===== config.mk =====
export PLATFORM = sky130hd
export DESIGN_NAME = serial_neg_rx
export DESIGN_NICKNAME = d
export VERILOG_FILES = /design/src/rtl/serial_neg_rx.sv
export SDC_FILE = /design/constraint.sdc
export NUM_CORES = 1
export LEC_CHECK = 0
export CAP_MARGIN = 20
export CORE_UTILIZATION = 45
export CTS_CLUSTER_DIAMETER = 60
export DETAILED_ROUTE_END_ITERATION = 16
export PLACE_DENSITY = 0.69
export SLEW_MARGIN = 20
export SYNTH_ARGS = -nofsm -noshare
export SYNTH_HDL_FRONTEND = slang
export SYNTH_SLANG_ARGS = --single-unit

===== constraint.sdc =====
create_clock -name t_clock -period 2.8 [get_ports t_clock]
set_clock_uncertainty 0.2 [all_clocks]
set_input_delay 0.42 -clock t_clock [delete_from_list [all_inputs] [get_ports t_clock]]
set_output_delay 0.42 -clock t_clock [all_outputs]
set_load 0.005 [all_outputs]

===== src/rtl/serial_neg_rx.sv =====
// Serial two's-complement negation receiver: takes an LSB-first frame of W bits
// and presents its negation as a parallel word with a valid/ready handshake.
module serial_neg_rx #(
    parameter int W = 8
) (
    input  logic         t_clock,
    input  logic         r,
    input  logic         x,
    input  logic         x_vld,
    input  logic         start,
    output logic [W-1:0] data_out,
    output logic         valid,
    input  logic         ready,
    output logic         ovf,
    output logic         busy,
    output logic         drop
);

    localparam int CW = $clog2(W);
    localparam logic [CW-1:0] LAST = CW'(W - 1);

    typedef enum logic [1:0] {IDLE, SHIFT, HOLD} state_t;

    state_t         state_reg, state_next;
    logic [CW-1:0]  count_reg, count_next;
    logic           seen_one_reg, seen_one_next;
    logic [W-1:0]   shift_reg, shift_next;
    logic [W-1:0]   data_reg, data_next;
    logic           ovf_reg, ovf_next;
    logic           valid_reg, valid_next;
    logic           drop_reg, drop_next;
    logic           begin_frame;
    logic           rec_bit;

    // Negation passes bits through up to and including the first 1, then inverts.
    assign rec_bit = seen_one_reg ? ~x : x;

    always_comb begin
        state_next    = state_reg;
        count_next    = count_reg;
        seen_one_next = seen_one_reg;
        shift_next    = shift_reg;
        data_next     = data_reg;
        ovf_next      = ovf_reg;
        valid_next    = valid_reg;
        drop_next     = 1'b0;
        begin_frame   = 1'b0;

        unique case (state_reg)
            IDLE: begin
                begin_frame = x_vld && start;
            end
            SHIFT: begin
                if (x_vld) begin
                    if (start) begin
                        begin_frame = 1'b1;
                    end else if (count_reg == LAST) begin
                        data_next        = shift_reg;
                        data_next[W-1]   = rec_bit;
                        // Only 1 followed by all zeros reaches the MSB with no 1 seen yet.
                        ovf_next         = ~seen_one_reg & x;
                        valid_next       = 1'b1;
                        count_next       = '0;
                        state_next       = HOLD;
                    end else begin
                        shift_next[count_reg] = rec_bit;
                        seen_one_next         = seen_one_reg | x;
                        count_next            = count_reg + CW'(1);
                    end
                end
            end
            HOLD: begin
                if (valid_reg && ready) begin
                    valid_next  = 1'b0;
                    state_next  = IDLE;
                    begin_frame = x_vld && start;
                end else if (x_vld && start) begin
                    drop_next = 1'b1;
                end
            end
            default: begin
                state_next = IDLE;
            end
        endcase

        if (begin_frame) begin
            shift_next[0] = x;
            seen_one_next = x;
            count_next    = CW'(1);
            state_next    = SHIFT;
        end
    end

    always_ff @(posedge t_clock or negedge r) begin
        if (!r) begin
            state_reg    <= IDLE;
            count_reg    <= '0;
            seen_one_reg <= 1'b0;
            shift_reg    <= '0;
            data_reg     <= '0;
            ovf_reg      <= 1'b0;
            valid_reg    <= 1'b0;
            drop_reg     <= 1'b0;
        end else begin
            state_reg    <= state_next;
            count_reg    <= count_next;
            seen_one_reg <= seen_one_next;
            shift_reg    <= shift_next;
            data_reg     <= data_next;
            ovf_reg      <= ovf_next;
            valid_reg    <= valid_next;
            drop_reg     <= drop_next;
        end
    end

    assign data_out = data_reg;
    assign valid    = valid_reg;
    assign ovf      = ovf_reg;
    assign drop     = drop_reg;
    assign busy     = (state_reg == SHIFT);

endmodule


==> impl_summary.md, run 1 <==
Run
Max-cap violations in this run came to 0.

STA
At the pin with the least slew margin, the transition time is just under 0.5 ns. The final critical path takes up 82.0% of the cycle. Timing would allow up to about 0.44 GHz. In this run the tightest slew margin relative to its limit is between 60% and 70%. The minimum hold slack is 0.234 ns. In the final timing run, aggregate negative setup slack is 0 ns. The worst-case setup margin in the final layout is 0.505 ns. The count of final max-slew check failures is 0. The number of hold violations in the final report was 0. The final period demand of the worst path is 2.30 ns. Setup repair after global routing left no endpoint under its margin.

The setup-violating endpoint count in the final report is 0.

Layout
The post-route cell area is around 0.0014 sq mm. The register with the most flip-flops in the layout has 8 of them. The number of diodes added for antenna fixing is 0. The finished layout holds 141 standard cells, fillers aside. After the last flow step, the layout net total stands at approximately 120. The final standard cell utilization of the core is approximately 60%.

The area growth from synthesis to layout is 19.1%. The final-layout fill cell count is 190. The share of final-layout standard cells stronger than drive strength 1 is around a fifth.

Outcome
The flow ran to the end, and the final reports show no timing, DRC or antenna violations.

Logic synthesis
The cell area that synthesis handed to floorplanning was between 0.001 and 0.0015 sq mm. When the netlist entered floorplanning its net count stood at between 100 and 150. The number of cells produced by synthesis is 95. Summing the sequential cell areas from Yosys gives a little over half of the chip area. In this run the mean area of a mapped cell was approximately 12 sq um. In this run, distinct cell masters in the synthesized netlist total 28.

The count of yosys warnings during synthesis is 0. The count of state elements after synthesis is 24.

Power and ir drop
Summing internal, switching and leakage power gives between 800 and 900 uW. The fraction of power spent switching nets is between 20% and 30%. The net load switching power is roughly 210 uW. The portion of total power attributed to the clock network is 22.5%. The leakage power is 0.616 nW.

The share of total power dissipated in combinational logic is a little over a fifth. The power density of the placed cells is 596 mW/mm^2. The sequential share of power is approximately 56%.

The internal power of the cells totals approximately 600 uW. Across the VDD grid, the largest voltage drop is ~0.00036 V.

Place
The count of placed standard cells including taps is about 140. The last weighted congestion value of the routability-driven placer is 0.747. The total half-perimeter wirelength after legalization and detailed placement is roughly 1300 microns. The number of buffers added on ports is 17.

The pre-CTS worst setup slack is 0.452 ns. The placed cell area is ~0.0013 sq mm.

Global route
The first global-routing pass estimated between 3000 and 4000 microns of wire. The number of antenna violations at the first check in global routing came to 0. The total overflow left after global routing is 0. The via count of the first global-routing pass is slightly below 800.

Across every metal layer, demand over resource in global routing totals 17.9%. Entering global routing, the biggest net connects 25 pins.

Detailed routing
Using the TritonRoute via totals, the vias-per-cell ratio works out to roughly 5.5. For this run, the detailed router's first-pass iteration total came to 4. Once detail routing completed, the nets flagged for antenna violations numbered 0. In the final routed layout, each cell accounts on average for around 14 microns. The number of DRC markers after the initial detailed-route iteration is 3.

After detailed routing, the total wire length is 1930 microns. The routed layout has 772 vias. For this run, design rule violations remaining after detail routing come to 0.

Setup path
The startpoint class of the critical path is a flop. Data on the critical path arrives at its endpoint at about 2.3 ns. Along the worst path, the maximum fanout reaches 12.

The type of the worst setup path is reg -> reg. The critical path goes through ha_1 > ha_1 > or4_1 > or3_1 > a31oi_1. Among all stages on the critical path, the largest delay is contributed by sky130_fd_sc_hd__or4_1. The type of destination of the critical path is a flop. The delay of the slowest cell on the worst path is 0.56 ns.

For the worst setup path, the data required time is 2.85 ns. The cell seen most often among critical-path stages is sky130_fd_sc_hd__ha_1.

Floorplanning
The height of the die is 52.4 microns. The die is between 50 and 60 microns wide. The initial core utilization is between 40 and 50%. The placeable core region is about 0.0023 sq mm. The floorplan has 17 rows. The die covers ~0.0027 sq mm. 18 I/O pins were placed.

Clock network
CTS built an H-tree with a depth of 1. The largest buffer count on any clock path is 2. The count of hold buffers inserted by post-cts repair is 0.

The clock-pin transition on the worst setup and hold timing paths is 0.13 ns. The clock tree from TritonCTS is yes. Clock tree synthesis found a total of 24 sinks. The cell at the root of the clock tree is sky130_fd_sc_hd__clkbuf_4.

Once the clock tree was built, the setup fixing pass inserted 0 buffers. The TritonCTS buffer count is 3. The number of cells upsized or downsized after cts is 0. The source-to-sink clock delay at the later pin of the worst-skew pair is 0.32 ns.

Worst hold path
The class of the tightest hold or removal check is in -> async.
[critical path, delay by kind of cell (launching register included)]
kind	cells	cell delay, ns
AO/OA/AOI/OAI	1	0.16
flip-flops	1	0.47
adder cells (fa/ha/maj)	2	0.52
AND/OR/NAND/NOR	2	0.87
[Yosys cell counts]
| master | count | area share, % |
|---|---|---|
| sky130_fd_sc_hd__a31oi_1 | 2 | 1.1 |
| sky130_fd_sc_hd__or2b_1 | 1 | 0.66 |
| sky130_fd_sc_hd__or3_1 | 2 | 1.1 |
| sky130_fd_sc_hd__clkbuf_1 | 1 | 0.33 |
| sky130_fd_sc_hd__a21o_1 | 1 | 0.66 |
| sky130_fd_sc_hd__a211o_1 | 1 | 0.77 |
| sky130_fd_sc_hd__nand2_1 | 12 | 3.9 |
| sky130_fd_sc_hd__nor4_1 | 5 | 2.7 |
| sky130_fd_sc_hd__o21ai_0 | 2 | 0.88 |
| sky130_fd_sc_hd__nor2b_1 | 1 | 0.55 |
| sky130_fd_sc_hd__nand4bb_4 | 1 | 2.4 |
| sky130_fd_sc_hd__dfrtp_1 | 24 | 53 |
| sky130_fd_sc_hd__nand2b_1 | 1 | 0.55 |
| sky130_fd_sc_hd__a21boi_0 | 1 | 0.66 |
| sky130_fd_sc_hd__buf_6 | 2 | 2.0 |
| sky130_fd_sc_hd__mux2_2 | 15 | 15 |
| sky130_fd_sc_hd__or4_1 | 1 | 0.66 |
| sky130_fd_sc_hd__a21oi_1 | 3 | 1.3 |
| sky130_fd_sc_hd__buf_2 | 1 | 0.44 |
| sky130_fd_sc_hd__nor3_1 | 1 | 0.44 |
| sky130_fd_sc_hd__ha_1 | 4 | 4.4 |
| sky130_fd_sc_hd__o22ai_1 | 1 | 0.55 |
| sky130_fd_sc_hd__nand3b_1 | 3 | 2.0 |
| sky130_fd_sc_hd__a211oi_1 | 1 | 0.66 |
| sky130_fd_sc_hd__nor2_1 | 2 | 0.66 |
| sky130_fd_sc_hd__inv_1 | 4 | 1.3 |
| sky130_fd_sc_hd__nand4b_1 | 1 | 0.77 |
| sky130_fd_sc_hd__and4bb_2 | 1 | 1.1 |
[cell families after synthesis]
group / Yosys count / synth area share, %
DFF: 24 / 52.6
AOI/OAI and AO/OA: 12 / 6.58
adders and majority gates: 4 / 4.39
muxes: 15 / 14.8
and+or+nand+nor: 32 / 17.5
buffers and inverters: 8 / 4.06
[path summary, 6_finish.rpt]
path | depth (start not counted) | endpoint | slack, ns | start
worst max-delay path | 5 | shift_reg[0] | 0.50 | count_reg[0]
worst max register to register | 5 | shift_reg[0] | 0.50 | count_reg[0]
max in group asynchronous | 2 | shift_reg[5] | 1.93 | r
worst min-delay path | 2 | seen_one_reg | 0.23 | r
worst min register to register | 1 | data_out[6] | 0.31 | shift_reg[6]
min in group t_clock | 1 | data_out[6] | 0.31 | shift_reg[6]
[power groups by stage]
stage               clock [mW]  sequential (mW)  combinational, mW
floorplan                    0            0.452              0.104
global placement             0            0.458              0.174
detailed placement           0            0.462              0.177
CTS                      0.191            0.454              0.178
global route             0.204            0.465              0.199
finish                   0.182            0.454              0.174
[final cells by class]
class | count | area (sq um) | share of cell area (%)
Inverter | 4 | 15.0 | 1.10
Timing Repair Buffer | 18 | 178 | 13.1
Tap cell | 28 | 35.0 | 2.58
Clock buffer | 4 | 36.3 | 2.67
Sequential cell | 24 | 601 | 44.2
Multi-Input combinational cell | 63 | 494 | 36.4
[layer usage]
layer  wire length, microns  global-route usage, %  vias up
met1                    890                   22.1      374
met4                     51                   10.5        0
li1                       -                      -      381
met5                      0                      0        -
met2                    915                   28.5       12
met3                     70                   3.77        5
[cell usage in the layout (no fill, tap or decap)]
master / netlist / routed
sky130_fd_sc_hd__a21o_1: 1 / 1
sky130_fd_sc_hd__o21ai_0: 2 / 2
sky130_fd_sc_hd__or4_1: 1 / 1
sky130_fd_sc_hd__nand3b_1: 3 / 3
sky130_fd_sc_hd__nor2b_1: 1 / 1
sky130_fd_sc_hd__a211o_1: 1 / 1
sky130_fd_sc_hd__mux2_2: 15 / 15
sky130_fd_sc_hd__nand4bb_4: 1 / 1
sky130_fd_sc_hd__o22ai_1: 1 / 1
sky130_fd_sc_hd__a31oi_1: 2 / 2
sky130_fd_sc_hd__buf_4: 0 / 1
sky130_fd_sc_hd__clkdlybuf4s50_1: 0 / 17
sky130_fd_sc_hd__and4bb_2: 1 / 1
sky130_fd_sc_hd__clkbuf_8: 0 / 1
sky130_fd_sc_hd__or3_1: 2 / 2
sky130_fd_sc_hd__nor4_1: 5 / 5
sky130_fd_sc_hd__a21boi_0: 1 / 1
sky130_fd_sc_hd__inv_1: 4 / 4
sky130_fd_sc_hd__nand2b_1: 1 / 1
sky130_fd_sc_hd__a211oi_1: 1 / 1
sky130_fd_sc_hd__nor3_1: 1 / 1
sky130_fd_sc_hd__ha_1: 4 / 4
sky130_fd_sc_hd__dfrtp_1: 24 / 24
sky130_fd_sc_hd__nand2_1: 12 / 12
sky130_fd_sc_hd__nand4b_1: 1 / 1
sky130_fd_sc_hd__or2b_1: 1 / 1
sky130_fd_sc_hd__a21oi_1: 3 / 3
sky130_fd_sc_hd__nor2_1: 2 / 2
sky130_fd_sc_hd__clkbuf_4: 0 / 3
Note: power is estimated with default switching activity, not from simulation.
==> run 2: changes to the inputs <==
Clock period 2.8 ns to 2.3 ns, I/O delays scaled along.
==> impl_summary.md, run 2 (synthesized netlist as in run 1, its figures left out) <==
Outcome
The flow ran to the end, and the final reports show no timing, DRC or antenna violations.

Global route
The number of antenna violations at the first check in global routing was 0. The first global-routing pass estimated around 3500 microns of wire. The sum of overflow across all layers after global routing is 0. The global-route total usage across every layer is 17.8%.

The via count of the first global-routing pass is roughly 780. The maximum number of pins on one net before global-route repair is 25.

Floorplanning
The floorplan step set the die height to ~52 microns. The placeable core region is around 0.0023 sq mm. The die outline width is 52.4 microns.

The floorplan has 17 rows. The die outline area is 0.00274 sq mm. For this configuration, the core starts out at a cell density of 49.7%. The number of ports placed on the die boundary is 18.

Detailed routing
The number of detailed-route iterations in the first pass is 6. The number of DRC markers after the initial detailed-route iteration is 11. The wire length per cell is 13.2 microns.

After detailed routing, the number of remaining DRC violations is 0. The detail route stage leaves a number of antenna-violating nets equal to 0. The via count of the routed design is ~780. After detailed routing, the total wire length is 1950 microns. The vias per cell is around 5.3.

Place
Once detailed placement completed, the half-perimeter wirelength came to 1430 microns. Timing analysis after detailed placement gives a worst setup slack of 0.208 ns. The last weighted congestion value of the routability-driven placer is 0.750.

The number of buffers added on ports is 17.

Power and ir drop
The leakage power is 0.643 nW. The power density of the placed cells is a little over 700 mW/mm^2. The worst voltage drop across the vdd grid is ~0.00053 V. The overall power consumption is roughly 1000 uW.

Layout
The library cell used most frequently in the layout, excluding fill and tap cells, is sky130_fd_sc_hd__dfrtp_1. The register with the most flip-flops in the layout has 8 of them. The number of antenna diodes in the final layout is 0. The area overhead of the layout relative to synthesis is 23.0%. Of the cells placed in the final design, the portion with a size suffix greater than 1 is 23.5%. For this run, the post-layout net count is 130. Cells fill 61.1% of the core in the end.

Leaving out fill and tap cells, the most frequent cells in the layout are sky130_fd_sc_hd__dfrtp_1, sky130_fd_sc_hd__clkdlybuf4s50_1, sky130_fd_sc_hd__mux2_2. The final-layout fill cell count is between 150 and 200.

STA
The setup total negative slack is 0 ns. Setup repair after global routing left no endpoint under its margin. Headroom to the max-slew limit came out at ~80%. Across all hold checks on the routed design, the worst slack comes to roughly 0.16 ns. The worst-case setup margin in the final layout is ~0.18 ns. The share of the clock period used by the worst path after layout is 92.2%. The setup-violating endpoint count in the final report is 0. The count of final max-slew check failures was 0. At the pin with the least slew margin, the transition time is 0.291 ns. The number of hold violations in the final report is 0. The final period demand of the worst path is approximately 2.1 ns. The highest clock frequency the design can meet is around 0.47 GHz.

Clock network
TritonCTS built the clock tree. In this run, CTS created clock tree buffers numbering 3. At the later pin of the worst-skew pair, clock insertion delay measures ~0.31 ns. In this run the clock root is driven by a sky130_fd_sc_hd__clkbuf_4. The clock net in this run drives a total of 24 sinks.

Once the clock tree was built, the resizer swapped 0 gates to a different size. In this run, post-CTS hold repair placed 0 buffers. The number of levels the H-tree was split into is 1.

The longest clock path from root to sink contains 2 buffers. The clock-pin transition on the worst setup and hold timing paths is 0.13 ns. The number of buffers inserted to repair setup after CTS is 0.

Setup path
Traced cell by cell, the critical path runs through ha_1 > ha_1 > or4_1 > or3_1 > a31oi_1. The most numerous cell type found on the critical path is sky130_fd_sc_hd__ha_1. The setup path with the least slack is of type reg -> reg. The delay of the slowest cell on the worst path is around 0.52 ns. The critical path contains buffers and inverters numbering 0 combined.

The data required time of the worst path is between 2 and 2.5 ns. The cell at the slowest stage of the critical path is sky130_fd_sc_hd__or4_1. STA classifies the critical path endpoint as a flop.

STA puts the critical path data arrival time at around 2.2 ns. The startpoint class of the critical path is a flop. Along the worst path, the maximum fanout reaches 7.

The cell family with the largest share of critical-path delay is simple AND/OR/NAND/NOR gates.

Run
Across the run, the number of max-cap violations was 0.

Worst hold path
The class of the tightest hold or removal check is in -> async.
-- run 2: area by class of cell --
type | count | area [sq um] | share of cell area, %
timing repair buffer | 24 | 223 | 15.9
clock buffer | 4 | 36.3 | 2.58
sequential | 24 | 601 | 42.8
multi-input combinational | 63 | 494 | 35.2
inverter | 4 | 15.0 | 1.07
tap | 28 | 35.0 | 2.50
-- run 2: through the flow --
step / area, sq um / instances
floorplan: 1140 / 95
global placement: 1370 / 143
detailed placement: 1370 / 143
CTS: 1400 / 147
global route: 1400 / 147
finish: 1400 / 147
-- run 2: layer usage --
metal  part of all wire [%]  global-route usage, %  vias up
met3                    2.8                   3.48        4
met1                     47                   22.5      373
met2                     48                   28.5       11
met5                      0                      0        -
met4                    1.6                   9.21        0
li1                       -                      -      390
-- run 2: power by group --
group / switching [mW] / total, mW / internal, mW
clock network: 0.125 / 0.221 / 0.0967
logic: 0.0883 / 0.229 / 0.140
registers: 0.0505 / 0.549 / 0.498
-- run 2: worst paths after layout --
| kind | startpoint | end | slack (ns) | cells after the start |
|---|---|---|---|---|
| setup / recovery | count_reg[1] | shift_reg[0] | 0.18 | 5 |
| hold / removal | r | shift_reg[6] | 0.16 | 2 |
| setup reg to reg | count_reg[1] | shift_reg[0] | 0.18 | 5 |
| hold reg to reg | shift_reg[5] | data_out[5] | 0.32 | 1 |
| max in group asynchronous | r | data_out[0] | 1.51 | 2 |
| min in group t_clock | shift_reg[5] | data_out[5] | 0.32 | 1 |
==> run 3: changes to the inputs <==
Settings changed: GPL_TIMING_DRIVEN set to 0.
==> impl_summary.md, run 3 (synthesized netlist as in run 1, its figures left out) <==
Setup path
The cell at the slowest stage of the critical path is sky130_fd_sc_hd__or4_1. The worst-case reg-to-reg path depth is 5. In this run the worst path has a maximum fanout of 8. The depth of the critical timing path with buffers and inverters included is 5. The type of destination of the critical path is a flop. The worst setup path is launched from a flop. The type of the worst setup path is reg -> reg. Walking the worst path, the cells encountered are ha_1 > ha_1 > or4_1 > or3_1 > a31oi_1. The cell that appears most often on the critical path is sky130_fd_sc_hd__ha_1. The delay of the slowest cell on the worst path is between 0.5 and 0.6 ns. The data required time of the worst path is approximately 2.4 ns.

The kind of cell with the highest combined delay along the critical path is simple AND/OR/NAND/NOR gates. The data arrival time at the worst-slack endpoint is approximately 2.2 ns. The number of buffers and inverters on the critical path is 0.

Power and ir drop
The power density of the placed cells is ~760 mW/mm^2. For this design the static power due to leakage is ~0.64 nW. VDD sags by at most 0.000525 V.

The design draws 1.08 mW.

Run
The max-capacitance violation count is 0.

Floorplanning
In this run the vertical extent of the chip is ~52 microns. Once the floorplan was initialized, standard cells occupied 49.7% of the core. 18 I/O pins were placed. Row generation in the floorplan step produced 17 rows. The floorplan step defined a die boundary enclosing between 0.002 and 0.003 sq mm. The placeable core region is 0.00230 sq mm. The die is ~52 microns wide.

Clock network
The TritonCTS buffer count is 3. The CTS sink count is 24. CTS built an H-tree with a depth of 1. The source-to-sink clock delay at the later pin of the worst-skew pair is approximately 0.32 ns. The cell sitting at the root of the clock tree is a sky130_fd_sc_hd__clkbuf_4. The clock tree from TritonCTS is yes. The largest buffer count on any clock path is 2. Clock-pin slew was measured on the worst setup and hold paths at approximately 0.13 ns.

Detailed routing
After detailed routing, the number of vias per cell comes to 5.46. In the routed design, unresolved DRC markers number 0. The wire length per cell is roughly 14 microns.

The number of detailed-route iterations in the first pass is 4. The final wirelength is 2030 microns. Summing over every cut layer, the via total after detailed routing is about 790. The count of nets left with antenna violations once routing finished came out at 0. The detailed router finished its first iteration with 7 violations.

Global route
For met3 alone, demand over resource in global routing was under 10%. Global routing consumed, on the met1 layer, around 22% of the routing resources. Entering global routing, the biggest net connects 25 pins. The global-route total usage across every layer is 17.6%. The first global-routing pass estimated between 3000 and 4000 microns of wire.

The sum of overflow across all layers after global routing is 0. The number of antenna violations at the first check in global routing is 0. The via count of the first global-routing pass is ~760.

met2 is the most crowded layer. Global routing used between 20% and 30% of the available met2 tracks.

Place
At the end of routability-driven placement, the weighted congestion stood at 0.785. Summed over all nets, the half-perimeter wirelength after detailed placement is between 1000 and 1500 microns. In this run the tool buffered the top-level ports with 17 buffer cells.

STA
The slew of the pin with the lowest slew margin is between 0.5 and 0.6 ns. Summed over all failing endpoints, the final setup total negative slack is 0 ns. Headroom to the max-slew limit came out at 66.0%. Setup repair after global routing left no endpoint under its margin.

On the final layout, the worst hold slack is 0.309 ns. The number of hold violations in the final report is 0. The share of the clock period used by the worst path after layout is 95.2%. For this run, the top clock speed supported by timing is about 0.46 GHz. The count of final max-slew check failures came to 0. The final period demand of the worst path is between 2 and 2.5 ns. The setup-violating endpoint count in the final report is 0.

Layout
The area overhead of the layout relative to synthesis is 24.2%. Leaving out fill and tap cells, the most frequent cells in the layout are sky130_fd_sc_hd__dfrtp_1, sky130_fd_sc_hd__clkdlybuf4s50_1, sky130_fd_sc_hd__mux2_2. Leaving out fill and tap cells, the most frequent cell in the layout is sky130_fd_sc_hd__dfrtp_1. The flip-flop count of the largest register, all copies and words added is 8. Cells with a size suffix above 1 make up 23.9% of the layout. The number of diodes added for antenna fixing is 0.

The number of nets at the end of the flow is about 130. The final-layout fill cell count is 189.

Outcome
The run finished with clean final reports.

Worst hold path
The path class of the tightest hold or removal check is in -> async.
==> run 3: worst paths after layout <==
path | startpoint | slack (ns) | endpoint
worst min-delay path | r | 0.31 | data_out[1]
worst max-delay path | count_reg[0] | 0.11 | shift_reg[0]
worst max register to register | count_reg[0] | 0.11 | shift_reg[0]
worst min register to register | shift_reg[1] | 0.32 | shift_reg[1]
min in group t_clock | shift_reg[1] | 0.32 | shift_reg[1]
max in group asynchronous | r | 1.22 | count_reg[0]
==> run 3: stage by stage <==
step | instances | cell area (sq um) | utilization [%] | setup slack (ns)
CTS | 144 | 1400 | 60.9 | 0.0679
global placement | 140 | 1350 | 58.6 | 0.0817
global route | 145 | 1420 | 61.7 | 0.0206
floorplan | 95 | 1140 | - | 0.239
finish | 145 | 1420 | 61.7 | 0.111
detailed placement | 140 | 1350 | 58.6 | 0.0536
==> run 3: layout make-up <==
cell class              count  area, sq um  area share [%]
plain buffers               4         31.3            2.21
well taps                  28         35.0            2.47
inverters                   4         15.0            1.06
repair buffers             18          175            12.4
clock buffers               3         22.5            1.59
clock inverters             1         30.0            2.12
multi-input cells          63          507            35.7
flip-flops and latches     24          602            42.5
==> run 3: repair_timing <==
item / in CTS / in global routing
hold endpoints to repair: 0 / 24
setup endpoints to repair: 0 / 3
setup buffers: 0 / 0
hold buffers: 0 / 1
gates resized for setup: 0 / 3
==> run 3: per-layer routing <==
| metal | wire (microns) | vias up |
|---|---|---|
| met5 | 0 | - |
| met4 | 52 | 0 |
| met3 | 64 | 5 |
| met2 | 967 | 14 |
| met1 | 949 | 386 |
| li1 | - | 387 |
==> run 3: report_power, final <==
group	leakage (nW)	switching [mW]	internal (mW)
logic	0.298	0.0881	0.133
clock network	0.0279	0.130	0.176
registers	0.312	0.0527	0.499
total	0.638	0.271	0.809
